$ cat config.mk
export PLATFORM = sky130hd
export DESIGN_NAME = ldpc_iter_sched_flat
export DESIGN_NICKNAME = d
export VERILOG_FILES = /design/src/rtl/ldpc_iter_sched_if.sv /design/src/rtl/ldpc_iter_sched.sv /design/src/flat_wrapper.sv
export SDC_FILE = /design/constraint.sdc
export NUM_CORES = 1
export LEC_CHECK = 0
export CAP_MARGIN = 10
export CORE_UTILIZATION = 48
export DETAILED_ROUTE_END_ITERATION = 7
export GPL_TIMING_DRIVEN = 0
export HOLD_SLACK_MARGIN = 0.12
export PLACE_DENSITY = 0.83
export SYNTH_ARGS = -nofsm -noshare
export SYNTH_HDL_FRONTEND = slang
export SYNTH_SLANG_ARGS = --single-unit
export TNS_END_PERCENT = 10
$ cat constraint.sdc
create_clock -name clk -period 1.9 [get_ports clk]
set_clock_uncertainty 0.15 [all_clocks]
set_input_delay 0.285 -clock clk [delete_from_list [all_inputs] [get_ports clk]]
set_output_delay 0.285 -clock clk [all_outputs]
set_load 0.01 [all_outputs]
$ cat src/rtl/ldpc_iter_sched_if.sv
// ---------------------------------------------------------------------------
// ldpc_iter_sched_if
//   Handshake and phase-control bundle between the LDPC iteration scheduler
//   and its environment (frame source, phase engines, result sink).
//
//   Handshake semantics (both pairs): a transfer happens on a rising clock
//   edge where valid and ready are both high. Valid, once raised, is held
//   until that transfer. Ready may toggle freely.
//     frame request : i_val (source)    / o_rdy (scheduler)
//     result        : o_val (scheduler) / i_rdy (sink)
//
//   Phase engines see only single-cycle *_start pulses and answer with
//   *_done pulses. i_parity_ok is meaningful only together with i_est_done.
//
//   Modports
//     slave  : the scheduler side (drives o_*, reads i_*)
//     master : the environment side (drives i_*, reads o_*)
//
//   Optional feature macro: ITER_SCHED_WDOG_EN adds o_wdog.
//   o_dbg_state exposes the scheduler state register for observation.
// ---------------------------------------------------------------------------
interface ldpc_iter_sched_if;
  logic       i_val;
  logic       o_rdy;
  logic       o_load_start;
  logic       i_load_done;
  logic       o_row_start;
  logic       i_row_done;
  logic       o_est_start;
  logic       i_est_done;
  logic       i_parity_ok;
  logic       o_col_start;
  logic       i_col_done;
  logic       o_val;
  logic       i_rdy;
  logic [6:0] o_loop;
  logic       o_fail;
  logic [2:0] o_dbg_state;
`ifdef ITER_SCHED_WDOG_EN
  logic       o_wdog;
`endif

  modport slave (
`ifdef ITER_SCHED_WDOG_EN
    output o_wdog,
`endif
    input  i_val, i_load_done, i_row_done, i_est_done, i_parity_ok,
    input  i_col_done, i_rdy,
    output o_rdy, o_load_start, o_row_start, o_est_start, o_col_start,
    output o_val, o_loop, o_fail, o_dbg_state
  );

  modport master (
`ifdef ITER_SCHED_WDOG_EN
    input  o_wdog,
`endif
    output i_val, i_load_done, i_row_done, i_est_done, i_parity_ok,
    output i_col_done, i_rdy,
    input  o_rdy, o_load_start, o_row_start, o_est_start, o_col_start,
    input  o_val, o_loop, o_fail, o_dbg_state
  );
endinterface

$ cat src/rtl/ldpc_iter_sched.sv
// ---------------------------------------------------------------------------
// ldpc_iter_sched
//   Iteration scheduler of the min-sum LDPC decoder. Accepts one frame, then
//   runs LOAD -> {ROW -> EST -> COL}* on the shared lambda/alpha/beta SRAM
//   datapath. Exits on a clean syndrome or after LOOP_MAX iterations and
//   presents the result through o_val/i_rdy.
//
//   Ports
//     clk   : clock, rising edge
//     xrst  : asynchronous active-low reset
//     bus   : ldpc_iter_sched_if.slave (frame request, phase start/done,
//             result handshake, o_loop, o_fail, o_dbg_state [, o_wdog])
//
//   Parameters
//     LOOP_MAX     : max iterations per frame, 1..127
//     WDOG_CYCLES  : per-phase watchdog limit in cycles, 2..65536
//                    (effective only with ITER_SCHED_WDOG_EN)
//
//   Optional feature macro: ITER_SCHED_WDOG_EN
//     Adds a 16-bit phase timer. If a phase sits WDOG_CYCLES cycles without
//     its done, the frame is aborted to OUT with o_fail=1 and o_wdog pulses
//     in that last phase cycle.
//
//   State encoding seen on o_dbg_state:
//     0 IDLE, 1 LOAD, 2 ROW, 3 EST, 4 COL, 5 OUT
// ---------------------------------------------------------------------------
module ldpc_iter_sched #(
  parameter int LOOP_MAX    = 10,
  parameter int WDOG_CYCLES = 4096
) (
  input  logic               clk,
  input  logic               xrst,
  ldpc_iter_sched_if.slave   bus
);

  typedef enum logic [2:0] {
    S_IDLE = 3'd0,
    S_LOAD = 3'd1,
    S_ROW  = 3'd2,
    S_EST  = 3'd3,
    S_COL  = 3'd4,
    S_OUT  = 3'd5
  } state_t;

  localparam logic [6:0] LOOP_LAST = 7'(LOOP_MAX);

  // Out-of-range parameters leave a clearly named scope in the hierarchy.
  if (LOOP_MAX < 1 || LOOP_MAX > 127 || WDOG_CYCLES < 2 || WDOG_CYCLES > 65536)
  begin : g_invalid_params
  end

  state_t     r_state;
  logic       r_first;       // first cycle of a phase state: done is ignored
  logic       r_load_start;
  logic       r_row_start;
  logic       r_est_start;
  logic       r_col_start;
  logic [6:0] r_loop;
  logic       r_fail;

  logic       w_done_ok;     // matching done accepted this cycle
  logic [6:0] w_loop_inc;    // saturating o_loop + 1

`ifdef ITER_SCHED_WDOG_EN
  localparam logic [15:0] WDOG_LAST = 16'(WDOG_CYCLES - 1);

  logic [15:0] r_wdog_cnt;
  logic        w_in_phase;
  logic        w_wdog_hit;

  assign w_in_phase = (r_state == S_LOAD) || (r_state == S_ROW) ||
                      (r_state == S_EST)  || (r_state == S_COL);
  // A done arriving in the limit cycle still wins over the watchdog.
  assign w_wdog_hit = w_in_phase && (r_wdog_cnt == WDOG_LAST) && !w_done_ok;
  assign bus.o_wdog = w_wdog_hit;
`endif

  always_comb begin
    w_done_ok = 1'b0;
    case (r_state)
      S_LOAD:  w_done_ok = bus.i_load_done;
      S_ROW:   w_done_ok = bus.i_row_done;
      S_EST:   w_done_ok = bus.i_est_done;
      S_COL:   w_done_ok = bus.i_col_done;
      default: w_done_ok = 1'b0;
    endcase
    // A done coinciding with the start pulse belongs to an earlier request.
    if (r_first) w_done_ok = 1'b0;
  end

  assign w_loop_inc = (r_loop == 7'd127) ? r_loop : (r_loop + 7'd1);

  always_ff @(posedge clk or negedge xrst) begin
    if (!xrst) begin
      r_state      <= S_IDLE;
      r_first      <= 1'b0;
      r_load_start <= 1'b0;
      r_row_start  <= 1'b0;
      r_est_start  <= 1'b0;
      r_col_start  <= 1'b0;
      r_loop       <= 7'd0;
      r_fail       <= 1'b0;
`ifdef ITER_SCHED_WDOG_EN
      r_wdog_cnt   <= 16'd0;
`endif
    end else begin
      // Start pulses and the entry flag live for exactly one cycle.
      r_first      <= 1'b0;
      r_load_start <= 1'b0;
      r_row_start  <= 1'b0;
      r_est_start  <= 1'b0;
      r_col_start  <= 1'b0;

      case (r_state)
        S_IDLE: begin
          if (bus.i_val) begin
            r_state      <= S_LOAD;
            r_first      <= 1'b1;
            r_load_start <= 1'b1;
            r_loop       <= 7'd0;
            r_fail       <= 1'b0;
          end
        end
        S_LOAD: begin
          if (w_done_ok) begin
            r_state     <= S_ROW;
            r_first     <= 1'b1;
            r_row_start <= 1'b1;
          end
        end
        S_ROW: begin
          if (w_done_ok) begin
            r_state     <= S_EST;
            r_first     <= 1'b1;
            r_est_start <= 1'b1;
          end
        end
        S_EST: begin
          if (w_done_ok) begin
            r_loop <= w_loop_inc;
            if (bus.i_parity_ok) begin
              r_state <= S_OUT;
              r_fail  <= 1'b0;
            end else if (w_loop_inc == LOOP_LAST) begin
              r_state <= S_OUT;
              r_fail  <= 1'b1;
            end else begin
              r_state     <= S_COL;
              r_first     <= 1'b1;
              r_col_start <= 1'b1;
            end
          end
        end
        S_COL: begin
          if (w_done_ok) begin
            r_state     <= S_ROW;
            r_first     <= 1'b1;
            r_row_start <= 1'b1;
          end
        end
        S_OUT: begin
          if (bus.i_rdy) r_state <= S_IDLE;
        end
        default: r_state <= S_IDLE;
      endcase

`ifdef ITER_SCHED_WDOG_EN
      // Watchdog abort keeps o_loop as counted so far.
      if (w_wdog_hit) begin
        r_state <= S_OUT;
        r_fail  <= 1'b1;
      end
      // Timer restarts on every state change and idles at zero outside phases.
      r_wdog_cnt <= (w_in_phase && !w_done_ok && !w_wdog_hit) ?
                    (r_wdog_cnt + 16'd1) : 16'd0;
`endif
    end
  end

  assign bus.o_rdy        = (r_state == S_IDLE);
  assign bus.o_val        = (r_state == S_OUT);
  assign bus.o_load_start = r_load_start;
  assign bus.o_row_start  = r_row_start;
  assign bus.o_est_start  = r_est_start;
  assign bus.o_col_start  = r_col_start;
  assign bus.o_loop       = r_loop;
  assign bus.o_fail       = r_fail;
  assign bus.o_dbg_state  = r_state;

endmodule

$ cat src/flat_wrapper.sv
// flat-port wrapper written by rule: the top's interface ports become plain ports
module ldpc_iter_sched_flat 
#(
  parameter int LOOP_MAX    = 10,
  parameter int WDOG_CYCLES = 4096
)
  (clk, xrst, bus_i_val, bus_i_load_done, bus_i_row_done, bus_i_est_done, bus_i_parity_ok, bus_i_col_done, bus_i_rdy, bus_o_rdy, bus_o_load_start, bus_o_row_start, bus_o_est_start, bus_o_col_start, bus_o_val, bus_o_loop, bus_o_fail, bus_o_dbg_state);
  ldpc_iter_sched_if bus_i ();
  input  logic clk;
  input  logic xrst;
  input wire logic [$bits(bus_i.i_val)-1:0] bus_i_val;
  input wire logic [$bits(bus_i.i_load_done)-1:0] bus_i_load_done;
  input wire logic [$bits(bus_i.i_row_done)-1:0] bus_i_row_done;
  input wire logic [$bits(bus_i.i_est_done)-1:0] bus_i_est_done;
  input wire logic [$bits(bus_i.i_parity_ok)-1:0] bus_i_parity_ok;
  input wire logic [$bits(bus_i.i_col_done)-1:0] bus_i_col_done;
  input wire logic [$bits(bus_i.i_rdy)-1:0] bus_i_rdy;
  output wire logic [$bits(bus_i.o_rdy)-1:0] bus_o_rdy;
  output wire logic [$bits(bus_i.o_load_start)-1:0] bus_o_load_start;
  output wire logic [$bits(bus_i.o_row_start)-1:0] bus_o_row_start;
  output wire logic [$bits(bus_i.o_est_start)-1:0] bus_o_est_start;
  output wire logic [$bits(bus_i.o_col_start)-1:0] bus_o_col_start;
  output wire logic [$bits(bus_i.o_val)-1:0] bus_o_val;
  output wire logic [$bits(bus_i.o_loop)-1:0] bus_o_loop;
  output wire logic [$bits(bus_i.o_fail)-1:0] bus_o_fail;
  output wire logic [$bits(bus_i.o_dbg_state)-1:0] bus_o_dbg_state;
  assign bus_i.i_val = bus_i_val;
  assign bus_i.i_load_done = bus_i_load_done;
  assign bus_i.i_row_done = bus_i_row_done;
  assign bus_i.i_est_done = bus_i_est_done;
  assign bus_i.i_parity_ok = bus_i_parity_ok;
  assign bus_i.i_col_done = bus_i_col_done;
  assign bus_i.i_rdy = bus_i_rdy;
  assign bus_o_rdy = bus_i.o_rdy;
  assign bus_o_load_start = bus_i.o_load_start;
  assign bus_o_row_start = bus_i.o_row_start;
  assign bus_o_est_start = bus_i.o_est_start;
  assign bus_o_col_start = bus_i.o_col_start;
  assign bus_o_val = bus_i.o_val;
  assign bus_o_loop = bus_i.o_loop;
  assign bus_o_fail = bus_i.o_fail;
  assign bus_o_dbg_state = bus_i.o_dbg_state;
  ldpc_iter_sched #(.LOOP_MAX(LOOP_MAX), .WDOG_CYCLES(WDOG_CYCLES)) u_core (.clk(clk), .xrst(xrst), .bus(bus_i));
endmodule
==> tab_implementation.tex <==
\begin{tabular}{lr}
\hline
Metric & Value \\
\hline
\multicolumn{2}{l}{\textbf{Run status}} \\
\quad Result of the run & completed \\
\multicolumn{2}{l}{\textbf{Floorplanning}} \\
\quad Top-Level Pins & 26 \\
\quad Core Footprint & 0.001982 mm\^{}2 \\
\quad Number of cell rows & 16 \\
\quad Die Width & 48.18 um \\
\quad Starting density of the core & 51.64\% \\
\quad DIE AREA & 0.002321 mm\^{}2 \\
\quad Die Y & 48.18 um \\
\multicolumn{2}{l}{\textbf{Placement}} \\
\quad Total instance count after detailed placement & 156 \\
\quad Port-buffer cells & 25 \\
\quad Post-DP HPWL & 1.748 mm \\
\quad Standard cell area after detailed placement & 0.001308 mm\^{}2 \\
\quad Setup Slack @ Placement & -0.2293 ns \\
\quad Weighted congestion at the end of routability-driven global placement & 0.8501 \\
\multicolumn{2}{l}{\textbf{Timing}} \\
\quad Highest clock frequency the design can meet & 544.6 MHz \\
\quad Max\_slew headroom & 50.24\% \\
\quad RSZ-0062 raised after global routing & yes \\
\quad Final worst-path cycle share & 96.65\% \\
\quad Final Setup Violations & 0 \\
\quad Final Worst Setup Slack & 0.06367 ns \\
\quad Number of pins with negative max-slew slack in the final report & 0 \\
\quad Final min period & 1.836 ns \\
\quad Final hold violation count & 0 \\
\quad Worst-margin pin slew & 0.7441 ns \\
\multicolumn{2}{l}{\textbf{Cells and area}} \\
\quad Synth-to-Final Area Change & 37.04\% \\
\quad Final layout net count & 148 \\
\quad Final standard cell count with taps included and fillers excluded & 164 \\
\quad Sequential standard cell area & 401.6 um\^{}2 \\
\quad Area of combinational cells with multiple inputs & 603.1 um\^{}2 \\
\quad Post-route standard cell area excluding fillers & 0.001403 mm\^{}2 \\
\quad Share of final-layout standard cells stronger than drive strength 1 & 20.44\% \\
\quad ANT cells & 0 \\
\quad Filler Cells Inserted & 137 \\
\multicolumn{2}{l}{\textbf{Power and ir drop}} \\
\quad Leakage power summed over all cells & 0.6174 nW \\
\quad Worst-case vdd ir drop & 0.6699 mV \\
\quad Power density relative to cell area & 1163 mW/mm\^{}2 \\
\multicolumn{2}{l}{\textbf{Clock tree}} \\
\quad Buffer type at the clock tree root & sky130\_fd\_sc\_hd\_\_clkbuf\_4 \\
\quad Number of H-tree levels & 1 \\
\quad Cts-stage hold buffer count & 0 \\
\quad Clock sink count & 16 \\
\quad Clock tree from TritonCTS & yes \\
\quad Total CTS buffers & 3 \\
\quad Max Buffers Root-to-Sink & 2 \\
\quad Clk\_lat worst skew & 0.29 ns \\
\quad CTS clock-pin slew for the worst setup and hold paths & 0.10 ns \\
\multicolumn{2}{l}{\textbf{Worst setup path}} \\
\quad Worst r2r src & u\_core.bus.o\_dbg\_state[1]\$\_DFFE\_PN0P\_ \\
\quad Worst-case reg-to-reg path depth & 6 \\
\quad Largest incremental delay on the critical path & 0.60 ns \\
\quad Required time reported for the critical path endpoint & 1.46 ns \\
\quad Worst path buffer plus inverter count & 1 \\
\quad Data arrival time of the worst path & 1.40 ns \\
\quad Endpoint type of the worst setup path & output port \\
\quad Type of origin of the critical path & flip-flop \\
\quad Critical setup path kind & flip-flop to output port \\
\quad Crit path max-delay cell type & sky130\_fd\_sc\_hd\_\_clkdlybuf4s50\_1 \\
\quad Levels on crit path & 1 \\
\quad Worst setup path startpoint & u\_core.bus.o\_loop[3]\$\_DFFE\_PN0P\_ \\
\quad Largest delay contributor family on the critical path & buffers and inverters \\
\quad Biggest fanout along the worst timing path & 9 \\
\quad Cell breakdown of the critical path & clkdlybuf4s50\_1 \\
\multicolumn{2}{l}{\textbf{Synthesis}} \\
\quad Commonest register cell after synthesis & sky130\_fd\_sc\_hd\_\_dfrtp\_1 \\
\quad Sequential cell area fraction in the yosys report & 39.12\% \\
\quad Most area-hungry cell type in the Yosys netlist & sky130\_fd\_sc\_hd\_\_dfrtp\_1 \\
\quad Number of synthesized flops with an enable pin & 0 \\
\quad Yosys synthesis warning count & 0 \\
\quad Average footprint of a synthesized cell & 9.841 um\^{}2 \\
\quad Netlist Area Pre-Place & 0.001023 mm\^{}2 \\
\quad Unique cell type count in the Yosys netlist & 44 \\
\quad Async set-reset flop share out of synthesis & 100.0\% \\
\quad Post-Synthesis Cells & 104 \\
\quad Mapped Nets & 114 \\
\quad Top area cells in the synthesized netlist & sky130\_fd\_sc\_hd\_\_dfrtp\_1, sky130\_fd\_sc\_hd\_\_a21oi\_1, sky130\_fd\_sc\_hd\_\_nor3\_1, sky130\_fd\_sc\_hd\_\_nor2\_1, sky130\_fd\_sc\_hd\_\_xor2\_1 \\
\quad Synthesis-stage register bit count & 16 \\
\quad Top cell type's share of synthesized area & 39.12\% \\
\multicolumn{2}{l}{\textbf{Global routing}} \\
\quad Wire length of the first global-routing pass & 3.774 mm \\
\quad Maximum number of pins on one net before global-route repair & 17 \\
\quad Overall overflow remaining after global route & 0 \\
\quad Vias in the first global route & 861 \\
\quad Initial antenna violation count & 0 \\
\quad Total global routing track utilization & 24.03\% \\
\multicolumn{2}{l}{\textbf{Routing}} \\
\quad Number of search-and-repair iterations in the first detailed-routing pass & 4 \\
\quad Antenna-violating nets left & 0 \\
\quad Detailed router's first-iteration violation count & 24 \\
\quad Total DRC errors in the routed layout & 0 \\
\quad Avg WL per Cell & 14.94 um \\
\quad Vias per cell & 5.945 \\
\quad Overall via count from detail\_route & 975 \\
\quad Overall routed net length & 2.450 mm \\
\multicolumn{2}{l}{\textbf{Min path}} \\
\quad Hold/Removal Path Class & input pin to asynchronous set/reset pin \\
\multicolumn{2}{l}{\textbf{Job}} \\
\quad Count of maximum capacitance violations & 0 \\
\hline
\end{tabular}
sequential cells by signal, indices dropped and copies added (netlist names):
register / count
u_core.bus.o_load_start: 1
u_core.r_first: 1
u_core.bus.o_loop: 7
u_core.bus.o_est_start: 1
u_core.bus.o_row_start: 1
u_core.bus.o_dbg_state: 3
u_core.bus.o_col_start: 1
u_core.bus.o_fail: 1
metrics by stage:
step	util, %	total power [mW]	setup TNS, ns	hold slack [ns]
final	70.77	1.631	0	0.2749
after global placement	65.97	1.305	-0.7616	0.3992
after global routing	70.77	1.736	-0.01761	0.3473
after detailed placement	65.97	1.324	-0.7628	0.4027
after CTS	68.94	1.581	-0.09191	0.2905
after floorplan	-	1.028	0	-0.1606
layout make-up:
class,instances,share of cell area [%]
Inverter,5,1.338
Tap cell,27,2.409
Multi-Input combinational cell,79,43.00
Timing Repair Buffer,29,19.80
Buffer,4,2.230
Sequential cell,16,28.64
Clock buffer,4,2.587
cells by family after synthesis:
family          after synthesis  share of synthesized area [%]
xor+xnor                      3                          2.568
fa+ha+maj                     1                          1.222
simple gates                 47                          29.95
flops                        16                          39.12
buf+inv                       9                          4.523
compound gates               27                          21.64
mux                           1                         0.9780
power by group:
part           total [mW]  switching [mW]  leakage (nW)  internal (mW)
Combinational       0.909           0.458         0.381          0.450
Sequential          0.491          0.0729         0.215          0.418
Clock               0.231           0.114        0.0210          0.117
Total                1.63           0.645         0.617          0.985
cell usage after synthesis, drive strengths merged (2+ instances only):
| cell type | instances |
|---|---|
| nor4 | 3 |
| dfrtp | 16 |
| a21oi | 7 |
| a211oi | 2 |
| nor2b | 2 |
| o21ai | 3 |
| and2b | 2 |
| and4 | 2 |
| nand3 | 3 |
| nand3b | 2 |
| o22ai | 2 |
| and3 | 4 |
| buf | 4 |
| and2 | 2 |
| o211a | 2 |
| nand2 | 6 |
| xor2 | 3 |
| nor3 | 7 |
| nor2 | 8 |
| inv | 5 |
cell usage in the layout (no fill, tap or decap), types with 2 or more instances in the layout:
cell,n
sky130_fd_sc_hd__and4_1,2
sky130_fd_sc_hd__nor2b_1,2
sky130_fd_sc_hd__clkbuf_4,3
sky130_fd_sc_hd__dlygate4sd2_1,2
sky130_fd_sc_hd__nor2_1,8
sky130_fd_sc_hd__xor2_1,3
sky130_fd_sc_hd__nand2_1,6
sky130_fd_sc_hd__inv_1,4
sky130_fd_sc_hd__nor4_1,2
sky130_fd_sc_hd__o21ai_0,3
sky130_fd_sc_hd__o22ai_1,2
sky130_fd_sc_hd__nand3_1,3
sky130_fd_sc_hd__buf_4,6
sky130_fd_sc_hd__a21oi_1,7
sky130_fd_sc_hd__nor3_1,6
sky130_fd_sc_hd__clkdlybuf4s50_1,23
sky130_fd_sc_hd__dfrtp_1,15
sky130_fd_sc_hd__and3_1,3
sky130_fd_sc_hd__and2b_1,2
sky130_fd_sc_hd__o211a_1,2
worst paths after layout:
path,to,slack [ns]
setup / recovery,bus_o_loop[3],0.06
hold / removal,u_core.bus.o_loop[1]$_DFFE_PN0P_,0.27
setup reg to reg,u_core.bus.o_loop[1]$_DFFE_PN0P_,0.09
hold reg to reg,u_core.bus.o_fail$_DFFE_PN0P_,0.45
max in group asynchronous,u_core.bus.o_dbg_state[1]$_DFFE_PN0P_,0.81
min in group clk,u_core.bus.o_fail$_DFFE_PN0P_,0.45
layer usage:
metal / GRT usage [%] / share of wire (%)
met1: 31.24 / 45
met2: 38.13 / 49
met3: 3.704 / 5.2
met4: 13.33 / 1.7
met5: 0 / 0
timing repair:
| action | in CTS | in global routing |
|---|---|---|
| resized for setup | 8 | 2 |
| endpoints found under the hold margin | 0 | 0 |
| pin swaps | 1 | 1 |
| endpoints found under the setup margin | 4 | 7 |
| gates cloned | 0 | 0 |
| setup buffers | 1 | 3 |
No activity file was read; power rests on OpenSTA's default activity.
==> patch: new RTL, same flow settings <==
`LOOP_MAX` is set to 10 in 2 places; all go to 5.
--- a/src/rtl/ldpc_iter_sched.sv
+++ b/src/rtl/ldpc_iter_sched.sv
@@ -25,7 +25,7 @@
 //     0 IDLE, 1 LOAD, 2 ROW, 3 EST, 4 COL, 5 OUT
 // ---------------------------------------------------------------------------
 module ldpc_iter_sched #(
-  parameter int LOOP_MAX    = 10,
+  parameter int LOOP_MAX    = 5,
   parameter int WDOG_CYCLES = 4096
 ) (
   input  logic               clk,
--- a/src/flat_wrapper.sv
+++ b/src/flat_wrapper.sv
@@ -1,7 +1,7 @@
 // flat-port wrapper written by rule: the top's interface ports become plain ports
 module ldpc_iter_sched_flat 
 #(
-  parameter int LOOP_MAX    = 10,
+  parameter int LOOP_MAX    = 5,
   parameter int WDOG_CYCLES = 4096
 )
   (clk, xrst, bus_i_val, bus_i_load_done, bus_i_row_done, bus_i_est_done, bus_i_parity_ok, bus_i_col_done, bus_i_rdy, bus_o_rdy, bus_o_load_start, bus_o_row_start, bus_o_est_start, bus_o_col_start, bus_o_val, bus_o_loop, bus_o_fail, bus_o_dbg_state);
Formal check against the unedited RTL: no difference found for any inputs over 10 cycles, from zero or initial values and one cycle with xrst low; that may be too few to reach the edited logic, so the function may still have changed.
==> patch against the unedited design <==
Synthesized area fell by 8.9%. Final area fell by 9.1%. Worst setup slack improved by 0.031 ns. Wire length fell by 7.6%. Via count fell by 7.0%. Total power up 6.6%. Maximum frequency increased by 1.7%. Sequential cell count unchanged. Non-clock buffer count fell by 3. Hold slack worse by 0.011 ns. Core utilization up 1.5 points. Highest routed layer unchanged.
==> patch: results (changes against the unedited design) <==
{| class="wikitable"
! Metric !! Value
|-
| Outcome || complete, no violations
|-
| Post-place instance area || 1214 µm² (-7.2%)
|-
| Part of the cycle the worst path needs || 95.04% (-1.6 points)
|-
| Leakage component of the power || 0.5401 nW (-13%)
|-
| Final antenna-violating net count || 0 (unchanged)
|-
| Post-Place Worst Slack || -0.1235 ns (+0.1058 ns)
|-
| Post-synthesis async set-or-reset flop share || 100.0% (unchanged)
|-
| GRT Resource Usage Total || 25.10% (+1.1 points)
|-
| Post-route worst hold slack || 0.2644 ns (-0.01056 ns)
|-
| Sequential-to-total area share from yosys stat || 42.95% (+3.8 points)
|-
| DR WL/cell || 14.70 µm (-1.6%)
|-
| Highest net fanout along the worst path || 10 (+1)
|-
| Gate count of the mapped netlist || 99 (-4.8%)
|-
| Half-perimeter wire length of the detailed placement result || 1618 µm (-7.5%)
|-
| Routability-driven placement congestion ratio || 0.8067 (-5.1%)
|-
| Count of nets after finishing || 140 (-5.4%)
|-
| First-iteration detailed-routing DRC count || 37 (+54%)
|-
| Share of post-route cells with drive strength above 1 || 10.85% (-9.6 points)
|-
| Top cells by area, synth || dfrtp_1, a21oi_1, nor2_1, nor3_1, nor4b_4
|-
| Number of distinct library cells after synthesis || 41 (-6.8%)
|-
| Classification of the worst-slack hold path || primary input to asynchronous set/reset pin
|-
| R2R Setup Slk || 0.11 ns (+0.02 ns)
|-
| Post-synth net total || 109 (-4.4%)
|-
| Arrival time at the worst endpoint || 1.37 ns (-0.03 ns)
|-
| Fillcell total || 149 (+8.8%)
|-
| Number of diodes || 0 (unchanged)
|-
| Final routed wirelength across all metal layers || 2264 µm (-7.6%)
|-
| Global-route wire length before repair || 3684 µm (-2.4%)
|-
| Worst-case vdd ir drop || 973.4 µV (+45%)
|-
| Via count || 907 (-7.0%)
|-
| Top post-synthesis cells by count || dfrtp_1, nor2_1, a21oi_1
|-
| Max transition margin || 52.50% (+2.3 points)
|-
| Maximum buffer depth of the clock tree || 2 (unchanged)
|-
| Cells after DPL || 149 (-4.5%)
|}
[patch: final timing paths]
path	startpoint	end	cells past startpoint
setup / recovery	u_core.bus.o_dbg_state[0]	bus_o_rdy	3
hold / removal	xrst	u_core.bus.o_loop[6]	1
setup reg to reg	u_core.bus.o_dbg_state[1]	u_core.bus.o_dbg_state[1]	5
hold reg to reg	u_core.bus.o_fail	u_core.bus.o_fail	2
max in group asynchronous	xrst	u_core.bus.o_dbg_state[2]	1
min in group clk	u_core.bus.o_fail	u_core.bus.o_fail	2
[patch: cell families after synthesis]
kind of cell,share of synthesized area (%)
AOI/OAI and AO/OA,20.81
xor gates and xnor gates,1.880
adders and majority gates,1.342
buffers and inverters,4.026
DFF,42.95
muxes,2.148
and+or+nand+nor,26.85
[patch: worst max-delay path: stages, from the launching register on]
cell and delay (ns):
dfrtp_2 0.47, buf_6 0.16, nor3_1 0.19, clkdlybuf4s15_1 0.26
[patch: area by class of cell]
class	instances	area, µm²	share of cell area (%)
clock buffers	4	36.28	2.846
repair buffers	26	256.5	20.12
plain buffers	4	37.54	2.944
multi-input cells	76	499.2	39.16
well taps	25	31.28	2.453
flip-flops and latches	16	402.9	31.60
inverters	3	11.26	0.8832
[patch: power by group]
| group | internal (mW) | total (mW) | switching (mW) |
|---|---|---|---|
| sequential | 0.441 | 0.557 | 0.116 |
| combinational | 0.467 | 0.956 | 0.489 |
| clock | 0.117 | 0.225 | 0.109 |
| total | 1.02 | 1.74 | 0.714 |
[patch: layer usage]
metal  up-vias  GRT usage (%)  wire length (µm)
li1        430              -                 -
met1       425          32.83              1008
met2        42          39.15              1066
met3        10          4.314               131
met4         0          14.12                59
met5         -              0                 0
[patch: what timing repair did]
item,CTS,global route
endpoints found under the setup margin,4,5
hold endpoints to repair,0,0
pin swaps,0,0
buffers inserted,1,0
resized for setup,9,2
